--- src/rtl/sad_best_sel_if.sv ---
// sad_best_sel_if: candidate SAD stream in, per-window best result out
interface sad_best_sel_if #(
    parameter int DWIDTH   = 8,
    parameter int CAND_NUM = 64
);
    localparam int IW = $clog2(CAND_NUM);
    logic [DWIDTH+7:0] sad;
    logic              sad_vld;
    logic              win_clr;
    logic              early_en;
    logic [DWIDTH+7:0] early_thr;
    logic [DWIDTH+7:0] best_sad;
    logic [IW-1:0]     best_idx;
    logic              best_early;
    logic              best_vld;
    modport master (
        output sad, sad_vld, win_clr, early_en, early_thr,
        input  best_sad, best_idx, best_early, best_vld
    );
    modport slave (
        input  sad, sad_vld, win_clr, early_en, early_thr,
        output best_sad, best_idx, best_early, best_vld
    );
endinterface

--- src/rtl/sad_best_sel.sv ---
// sad_best_sel: minimum-SAD candidate selection per search window with early termination
module sad_best_sel #(
    parameter int DWIDTH   = 8,
    parameter int CAND_NUM = 64
) (
    input logic           clk,
    input logic           rst,
    sad_best_sel_if.slave bus
);
    localparam int IW = $clog2(CAND_NUM);
    localparam logic [IW-1:0] LAST = IW'(CAND_NUM - 1);
    typedef enum logic {ACC, SKIP} state_t;
    state_t            state, state_n;
    logic [IW-1:0]     cnt, cnt_n, min_idx, min_idx_n, c, upd_idx, out_idx;
    logic [DWIDTH+7:0] min_sad, min_sad_n, upd_sad, out_sad;
    logic              in_acc, last, take, hit, fire, out_early;
    // win_clr restarts the window so the coincident beat is candidate 0 in ACC
    assign c       = bus.win_clr ? '0 : cnt;
    assign in_acc  = bus.win_clr || state == ACC;
    assign last    = c == LAST;
    assign take    = c == '0 || bus.sad < min_sad;
    assign hit     = bus.early_en && bus.sad <= bus.early_thr;
    assign upd_sad = take ? bus.sad : min_sad;
    assign upd_idx = take ? c : min_idx;
    // state, counter and running minimum registers plus registered result
    always_ff @(posedge clk) begin
        if (rst) begin
            state          <= ACC;
            cnt            <= '0;
            min_sad        <= '1;
            min_idx        <= '0;
            bus.best_sad   <= '0;
            bus.best_idx   <= '0;
            bus.best_early <= 1'b0;
            bus.best_vld   <= 1'b0;
        end else begin
            state        <= state_n;
            cnt          <= cnt_n;
            min_sad      <= min_sad_n;
            min_idx      <= min_idx_n;
            bus.best_vld <= fire;
            if (fire) begin
                bus.best_sad   <= out_sad;
                bus.best_idx   <= out_idx;
                bus.best_early <= out_early;
            end
        end
    end
    // next state: count wraps explicitly at CAND_NUM-1, SKIP entered only on a mid-window early hit
    always_comb begin
        state_n   = bus.win_clr ? ACC : state;
        cnt_n     = c;
        min_sad_n = min_sad;
        min_idx_n = min_idx;
        if (bus.sad_vld) begin
            cnt_n     = last ? '0 : c + 1'b1;
            state_n   = ((in_acc ? hit : state == SKIP) && !last) ? SKIP : ACC;
            min_sad_n = in_acc ? upd_sad : min_sad;
            min_idx_n = in_acc ? upd_idx : min_idx;
        end
    end
    // result select: an early hit reports the beat itself, otherwise the updated minimum
    always_comb begin
        fire      = bus.sad_vld && in_acc && (hit || last);
        out_sad   = hit ? bus.sad : upd_sad;
        out_idx   = hit ? c : upd_idx;
        out_early = hit;
    end
endmodule

--- src/flat_wrapper.sv ---
// flat-port wrapper written by rule: the top's interface ports become plain ports
module sad_best_sel_flat 
#(
    parameter int DWIDTH   = 8,
    parameter int CAND_NUM = 64
)
  (clk, rst, bus_sad, bus_sad_vld, bus_win_clr, bus_early_en, bus_early_thr, bus_best_sad, bus_best_idx, bus_best_early, bus_best_vld);
  sad_best_sel_if #(.DWIDTH(DWIDTH), .CAND_NUM(CAND_NUM)) bus_i ();
  input logic clk;
  input logic rst;
  input wire logic [$bits(bus_i.sad)-1:0] bus_sad;
  input wire logic [$bits(bus_i.sad_vld)-1:0] bus_sad_vld;
  input wire logic [$bits(bus_i.win_clr)-1:0] bus_win_clr;
  input wire logic [$bits(bus_i.early_en)-1:0] bus_early_en;
  input wire logic [$bits(bus_i.early_thr)-1:0] bus_early_thr;
  output wire logic [$bits(bus_i.best_sad)-1:0] bus_best_sad;
  output wire logic [$bits(bus_i.best_idx)-1:0] bus_best_idx;
  output wire logic [$bits(bus_i.best_early)-1:0] bus_best_early;
  output wire logic [$bits(bus_i.best_vld)-1:0] bus_best_vld;
  assign bus_i.sad = bus_sad;
  assign bus_i.sad_vld = bus_sad_vld;
  assign bus_i.win_clr = bus_win_clr;
  assign bus_i.early_en = bus_early_en;
  assign bus_i.early_thr = bus_early_thr;
  assign bus_best_sad = bus_i.best_sad;
  assign bus_best_idx = bus_i.best_idx;
  assign bus_best_early = bus_i.best_early;
  assign bus_best_vld = bus_i.best_vld;
  sad_best_sel #(.DWIDTH(DWIDTH), .CAND_NUM(CAND_NUM)) u_core (.clk(clk), .rst(rst), .bus(bus_i));
endmodule
--- config.mk ---
export PLATFORM = sky130hd
export DESIGN_NAME = sad_best_sel_flat
export DESIGN_NICKNAME = d
export VERILOG_FILES = /design/src/rtl/sad_best_sel_if.sv /design/src/rtl/sad_best_sel.sv /design/src/flat_wrapper.sv
export SDC_FILE = /design/constraint.sdc
export NUM_CORES = 1
export LEC_CHECK = 0
export ABC_AREA = 0
export CAP_MARGIN = 15
export CORE_MARGIN = 8
export CORE_UTILIZATION = 52
export DETAILED_ROUTE_END_ITERATION = 8
export MAX_ROUTING_LAYER = met4
export PLACE_DENSITY = 0.86
export SYNTH_ARGS = -nofsm -noshare
export SYNTH_HDL_FRONTEND = slang
export SYNTH_SLANG_ARGS = --single-unit
--- constraint.sdc ---
create_clock -name clk -period 2.8 [get_ports clk]
set_input_delay 0.56 -clock clk [delete_from_list [all_inputs] [get_ports clk]]
set_output_delay 0.56 -clock clk [all_outputs]
set_load 0.005 [all_outputs]
# After elaboration in Yosys (flattened, before gate mapping)
# Index checks and enable logic that the tools add are counted.
# Widths: inputs -> output; s select.
op_classes:
  n_addsub: 1
  n_lt_le_gt_ge: 2
  eq_ne: 1
  muxes: 11
  n_bitwise: 1
  reduce_logical: 11
op_table:
  columns: ["op", "count"]
  rows:
  - ["$mux 16", 2]
  - ["$mux 6", 5]
  - ["$le 16x16->1", 1]
  - ["$lt 16x16->1", 1]
  - ["$add 6x1->6 const B", 1]
  - ["$eq 6x6->1 const B", 1]
  - ["$logic_not 6->1", 1]
  - ["$logic_and 1x1->1", 4]
  - ["$mux 1", 4]
  - ["$logic_or 1x1->1", 3]
  - ["$reduce_and 2->1", 1]
  - ["$reduce_bool 2->1", 1]
  - ["$logic_not 1->1", 1]
  - ["$not 1->1", 1]
totals:
  register_bits: 53
  input_bits: 37

# Longest topological paths before layout
# Gate-level depths: netlist of run 1.
depth:
  depth_word: 6
  mapped_depth: 11
  ltp_nobuf: 9

# Worst setup path before layout of run 1
# No wires, ideal clock.
synth_path:
  path_kind: "input to register"
  start: "input bus_early_thr[15]"
  end: "register u_core.bus.best_sad[10]"
  setup_ns: 0.132
  arrival_ns: 2.409
  setup_slack_ns: 0.258
  cell_stages: 11
  cell_sequence: "inv_1 ha_1 nand4_2 nor4_2 a21boi_2 o31ai_2 or3_1 buf_6 buf_12 mux2i_1 a21oi_1"
synth_via:
  elab_chain_cells: 4
  word_cells_on_any_way: 5
synth_lines:
  columns: ["item", "line", "rtl"]
  rows:
  - ["from (decl)", "flat_wrapper.sv:15", "input wire logic [$bits(bus_i.early_thr)-1:0] bus_early_thr;"]
  - ["$le 16x16->1 *", "sad_best_sel.sv:22", "assign hit = bus.early_en && bus.sad <= bus.early_thr;"]
  - ["$logic_and 1x1->1 *", "sad_best_sel.sv:22", null]
  - ["$logic_or 1x1->1", "sad_best_sel.sv:64", "fire = bus.sad_vld && in_acc && (hit || last);"]
  - ["$logic_and 1x1->1", "sad_best_sel.sv:64", null]
  - ["to (signal assigned)", "sad_best_sel.sv:43", "bus.best_sad <= out_sad;"]
  - ["to (decl)", "sad_best_sel_if.sv:22", "output best_sad, best_idx, best_early, best_vld"]
# Every way passes the cells marked *; elsewhere a longest branch is shown, timed or not.
# A chain may end at the register's enable or synchronous reset.

# Worst setup path in the final report of run 1
layout_path:
  start: "input bus_sad[14]"
  end: "register u_core.bus.best_sad[14]"
layout_via:
  elab_chain_cells: 4
  word_cells_on_any_way: 8
layout_lines:
  columns: ["item", "line", "rtl"]
  rows:
  - ["from (decl)", "flat_wrapper.sv:11", "input wire logic [$bits(bus_i.sad)-1:0] bus_sad;"]
  - ["$lt 16x16->1 / $le 16x16->1 (equally long branches)", "sad_best_sel.sv:21, sad_best_sel.sv:22", null]
  - ["$logic_or 1x1->1 / $logic_and 1x1->1 (equally long branches)", "sad_best_sel.sv:21, sad_best_sel.sv:22", null]
  - ["$mux 16 / $logic_or 1x1->1 (equally long branches)", "sad_best_sel.sv:23, sad_best_sel.sv:64", null]
  - ["$mux 16 / $logic_and 1x1->1 (equally long branches)", "sad_best_sel.sv:65, sad_best_sel.sv:64", null]
# Several ways; a longest one is shown, not always the timed one.

==> results of run 1 <==
==> tightest hold or removal path, stage by stage (launching register included) <==
cell,delay (ns)
dfxtp_1,0.32
nand2_1,0.05
a21oi_1,0.06
==> area by class of cell <==
| cell class | instances | share of cell area |
|---|---|---|
| inverter | 35 | 0.03059 |
| timing repair buffer | 102 | 0.2421 |
| clock buffer | 7 | 0.02244 |
| multi-input combinational | 239 | 0.4356 |
| tap | 72 | 0.02098 |
| clock inverter | 1 | 0.001166 |
| sequential | 53 | 0.2471 |
==> Yosys cell counts, types with 6 or more instances <==
master     n
inv_1     35
nor3_1     8
nand2_1   31
o21ai_0   20
ha_1      33
nor2_1    19
mux2i_1   37
nand4_1    6
clkbuf_1  13
a21oi_1   31
nand2b_1   6
o21a_1     6
nor2b_1    6
dfxtp_1   53
==> flip-flops by register name (all words and copies together), names as in the netlist <==
signal                 flops
u_core.bus.best_sad       16
u_core.state               1
u_core.bus.best_idx        6
u_core.min_sad            16
u_core.cnt                 6
u_core.min_idx             6
u_core.bus.best_early      1
u_core.bus.best_vld        1
==> layout by cell type, fill, tap and decap left out, types with 6 or more instances in the layout <==
master / instances
dfxtp_1: 53
dlymetal6s2s_1: 12
nand2_1: 29
mux2i_1: 34
a21oi_1: 28
clkdlybuf4s50_1: 48
nor2b_1: 6
ha_1: 28
o21ai_0: 14
nor2_1: 19
inv_1: 32
nand4_1: 6
nor3_1: 8
nand2b_1: 6
clkbuf_8: 7
o21ai_1: 7
buf_4: 32
==> metrics by stage <==
stage | power [mW] | hold WS, ns | setup slack [ns]
global placement | 1.218 | 0.4487 | -0.2659
CTS | 1.713 | 0.4741 | 0.0009674
detailed placement | 1.236 | 0.4568 | -0.3452
global route | 1.859 | 0.5104 | -0.09288
finish | 1.783 | 0.4709 | -0.008235
floorplan | 1.032 | 0.4476 | 0.2581
==> worst max-delay path by stage <==
stage,from,endpoint,cells past startpoint
global route,bus_early_thr[13],u_core.bus.best_sad[14]$_SDFFE_PP0P_,12
finish,bus_sad[14],u_core.bus.best_sad[14]$_SDFFE_PP0P_,10
CTS,bus_sad[15],u_core.min_sad[12]$_SDFFE_PP1P_,10
floorplan,bus_early_thr[15],u_core.bus.best_sad[10]$_SDFFE_PP0P_,11
detailed placement,bus_sad[15],u_core.bus.best_sad[12]$_SDFFE_PP0P_,10
global placement,bus_sad[15],u_core.bus.best_sad[12]$_SDFFE_PP0P_,10
==> what timing repair did <==
item	4_1_cts	5_1_grt
pin swaps	0	15
hold endpoints to repair	0	0
gates resized for setup	3	56
endpoints found under the setup margin	21	43
buffers inserted	0	3
gates cloned	0	2
==> metal layers <==
| metal | GRT usage | wire length, um | vias up |
|---|---|---|---|
| met5 | - | 0 | - |
| met1 | 0.2047 | 3705 | 1391 |
| met2 | 0.3649 | 4839 | 112 |
| met4 | 0.06040 | 286 | 0 |
| met3 | 0.03749 | 487 | 28 |
| li1 | - | - | 1375 |
==> report_power, final <==
group	total [mW]	internal, mW	switching, mW	leakage (nW)
Sequential	0.824	0.796	0.0278	0.434
Clock	0.475	0.224	0.251	0.0542
Combinational	0.484	0.256	0.228	1.66
Total	1.78	1.28	0.507	2.15
==> kinds of logic (layout without fill, tap and decap cells) <==
kind of cell	Yosys count	in the layout
AND/OR/NAND/NOR	86	86
flip-flops	53	53
AO/OA/AOI/OAI	78	78
XOR/XNOR	5	5
multiplexers	37	37
adder cells (fa/ha/maj)	33	33
buffers and inverters	52	145
==> results.toml, run 1 <==
[finish]
n_antenna_cell = 0
seq_area_um2 = 1061
instances_no_fill = 509
layout-drive-gt1-share = 0.1785
final_nets = 506
num-fill-cells = 345
final_area_um2 = 4294
syn2layout_area_growth_pct = 43.72
multi_input_area_um2 = 1871
utilization = 0.7751

[synthesis]
synth_compound_area_frac = 0.1545
syn_area_per_cell_um2 = 8.686
synth_top_family_by_area = "compound AO/OA/AOI/OAI gates"
synthTopCellsByArea = "dfxtp_1 (36%), ha_1 (14%), mux2i_1 (12%)"
synth-simple-area-share = 0.1386
synth_ff_type = "dfxtp_1"
synthMuxAreaShare = 0.1240
synth-edff-count = 0
syn_inst = 344
yosys_warnings = 0
yosysTopAreaCellShare = 0.3551
synth_seq_cells = 53
yosysSeqAreaShare = 0.3551
synth-xor-area-share = 0.01466
async_flop_share = 0
synthDistinctLibCells = 41
synth_top_area_cell = "dfxtp_1"
synth_fp_nets = 414
netlist_area_um2 = 2988
synth-adder-area-share = 0.1382

[critical_path]
timing.rr.start = "u_core.min_sad[14]$_SDFFE_PP1P_"
cp.required_ns = 3.00
r2r-end = "u_core.min_sad[7]$_SDFFE_PP1P_"
rr_worst_depth = 11
crit_buf_inv = 2
crit_family = "simple AND/OR/NAND/NOR gates"
worst_ep_arrival_time_ns = 3.01
cp_slowest_stage_delay_ns = 0.51
crit_chain = "clkdlybuf4s50_1 -> ha_1 -> nand4_2 -> nor4_4 -> a21boi_2 -> o31ai_4 -> or3_4 -> buf_6 -> mux2i_2 -> a21oi_2"
r2r_slack_ns = 0.37
start_kind = "input port"
critPathKind = "input port to flop"
critPathSlowestCell = "clkdlybuf4s50_1"
cp-end-kind = "flop"
cp_max_fo = 4

[sta]
hold_viol = 0
drv_slew = 0
skew_ns = 0.01027
max_freq_mhz = 356.1
maxSlewHeadroom = 0.7604
finalCritPeriodShare = 1.003
final-setup-viol-count = 2
worstMarginPinSlew_ns = 0.3562
worst_slack_ns = -0.008235
rsz0062_at_grt = "yes"
fin_tns_setup_ns = -0.01619
layout_min_cycle_time_ns = 2.808

[global_route]
grtUsageTotal = 0.1967
grt_max_degree = 36
grt-ovfl-total = 0
grt_antenna_before_repair = 0
grt_pass1_wl_um = 13470
first_global_vias = 2908

[run]
max-cap-violations = 0

[outcome]
outcome = "finished with violations"
violations = "setup timing"

[clock_network]
clock_path_buffers = 2
cts_buffers = 5
cts.sink_count = 53
cts_tree = "done"
root_buffer = "clkbuf_8"
ctsHoldBuffers = 0
htreeDepth = 2
clk_latency_ns = 0.31
cts.clk_slew.worst_paths_ns = 0.10

[drt]
ant_nets = 0
vias = 2906
via_per_inst = 5.709
wl_um = 9318
route.detailed.drc = 0
post_drt_wl_per_cell_um = 18.31
dr.first_iter.drc_count = 123
dr.pass1.iters = 6

[hold_path]
holdPathEnd = "u_core.bus.best_early$_SDFFE_PP0P_"
hold_depth = 2
min_path_type = "flop to flop"
min_from = "u_core.bus.best_early$_SDFFE_PP0P_"

[floorplanning]
dieHeight_um = 91.80
die_w_um = 91.80
num_rows = 27
ios = 61
initial_utilization = 0.5393
core_area_um2 = 5540
die_area_um2 = 8427

[power_and_ir_drop]
peakVddDrop_uv = 369.0
cellPowerDensity_nw_per_um2 = 415.3
leakage_nw = 2.150

[placement]
portBuffers = 60
dpl_cell_area_um2 = 3880
place_inst = 496
hpwlAfterDp_um = 5987
place.gp.congestion = 0.8837
No activity file was read; power rests on OpenSTA's default activity.
==> inputs of run 2 (changes only) <==
--- a/config.mk
+++ b/config.mk
@@ -10,6 +10,7 @@
 export CORE_MARGIN = 8
 export CORE_UTILIZATION = 52
 export DETAILED_ROUTE_END_ITERATION = 8
+export GPL_ROUTABILITY_DRIVEN = 1
 export MAX_ROUTING_LAYER = met4
 export PLACE_DENSITY = 0.86
 export SYNTH_ARGS = -nofsm -noshare
==> results of run 2 <==
Same layout as run 1: the final DEF is identical, and so are final timing and power.
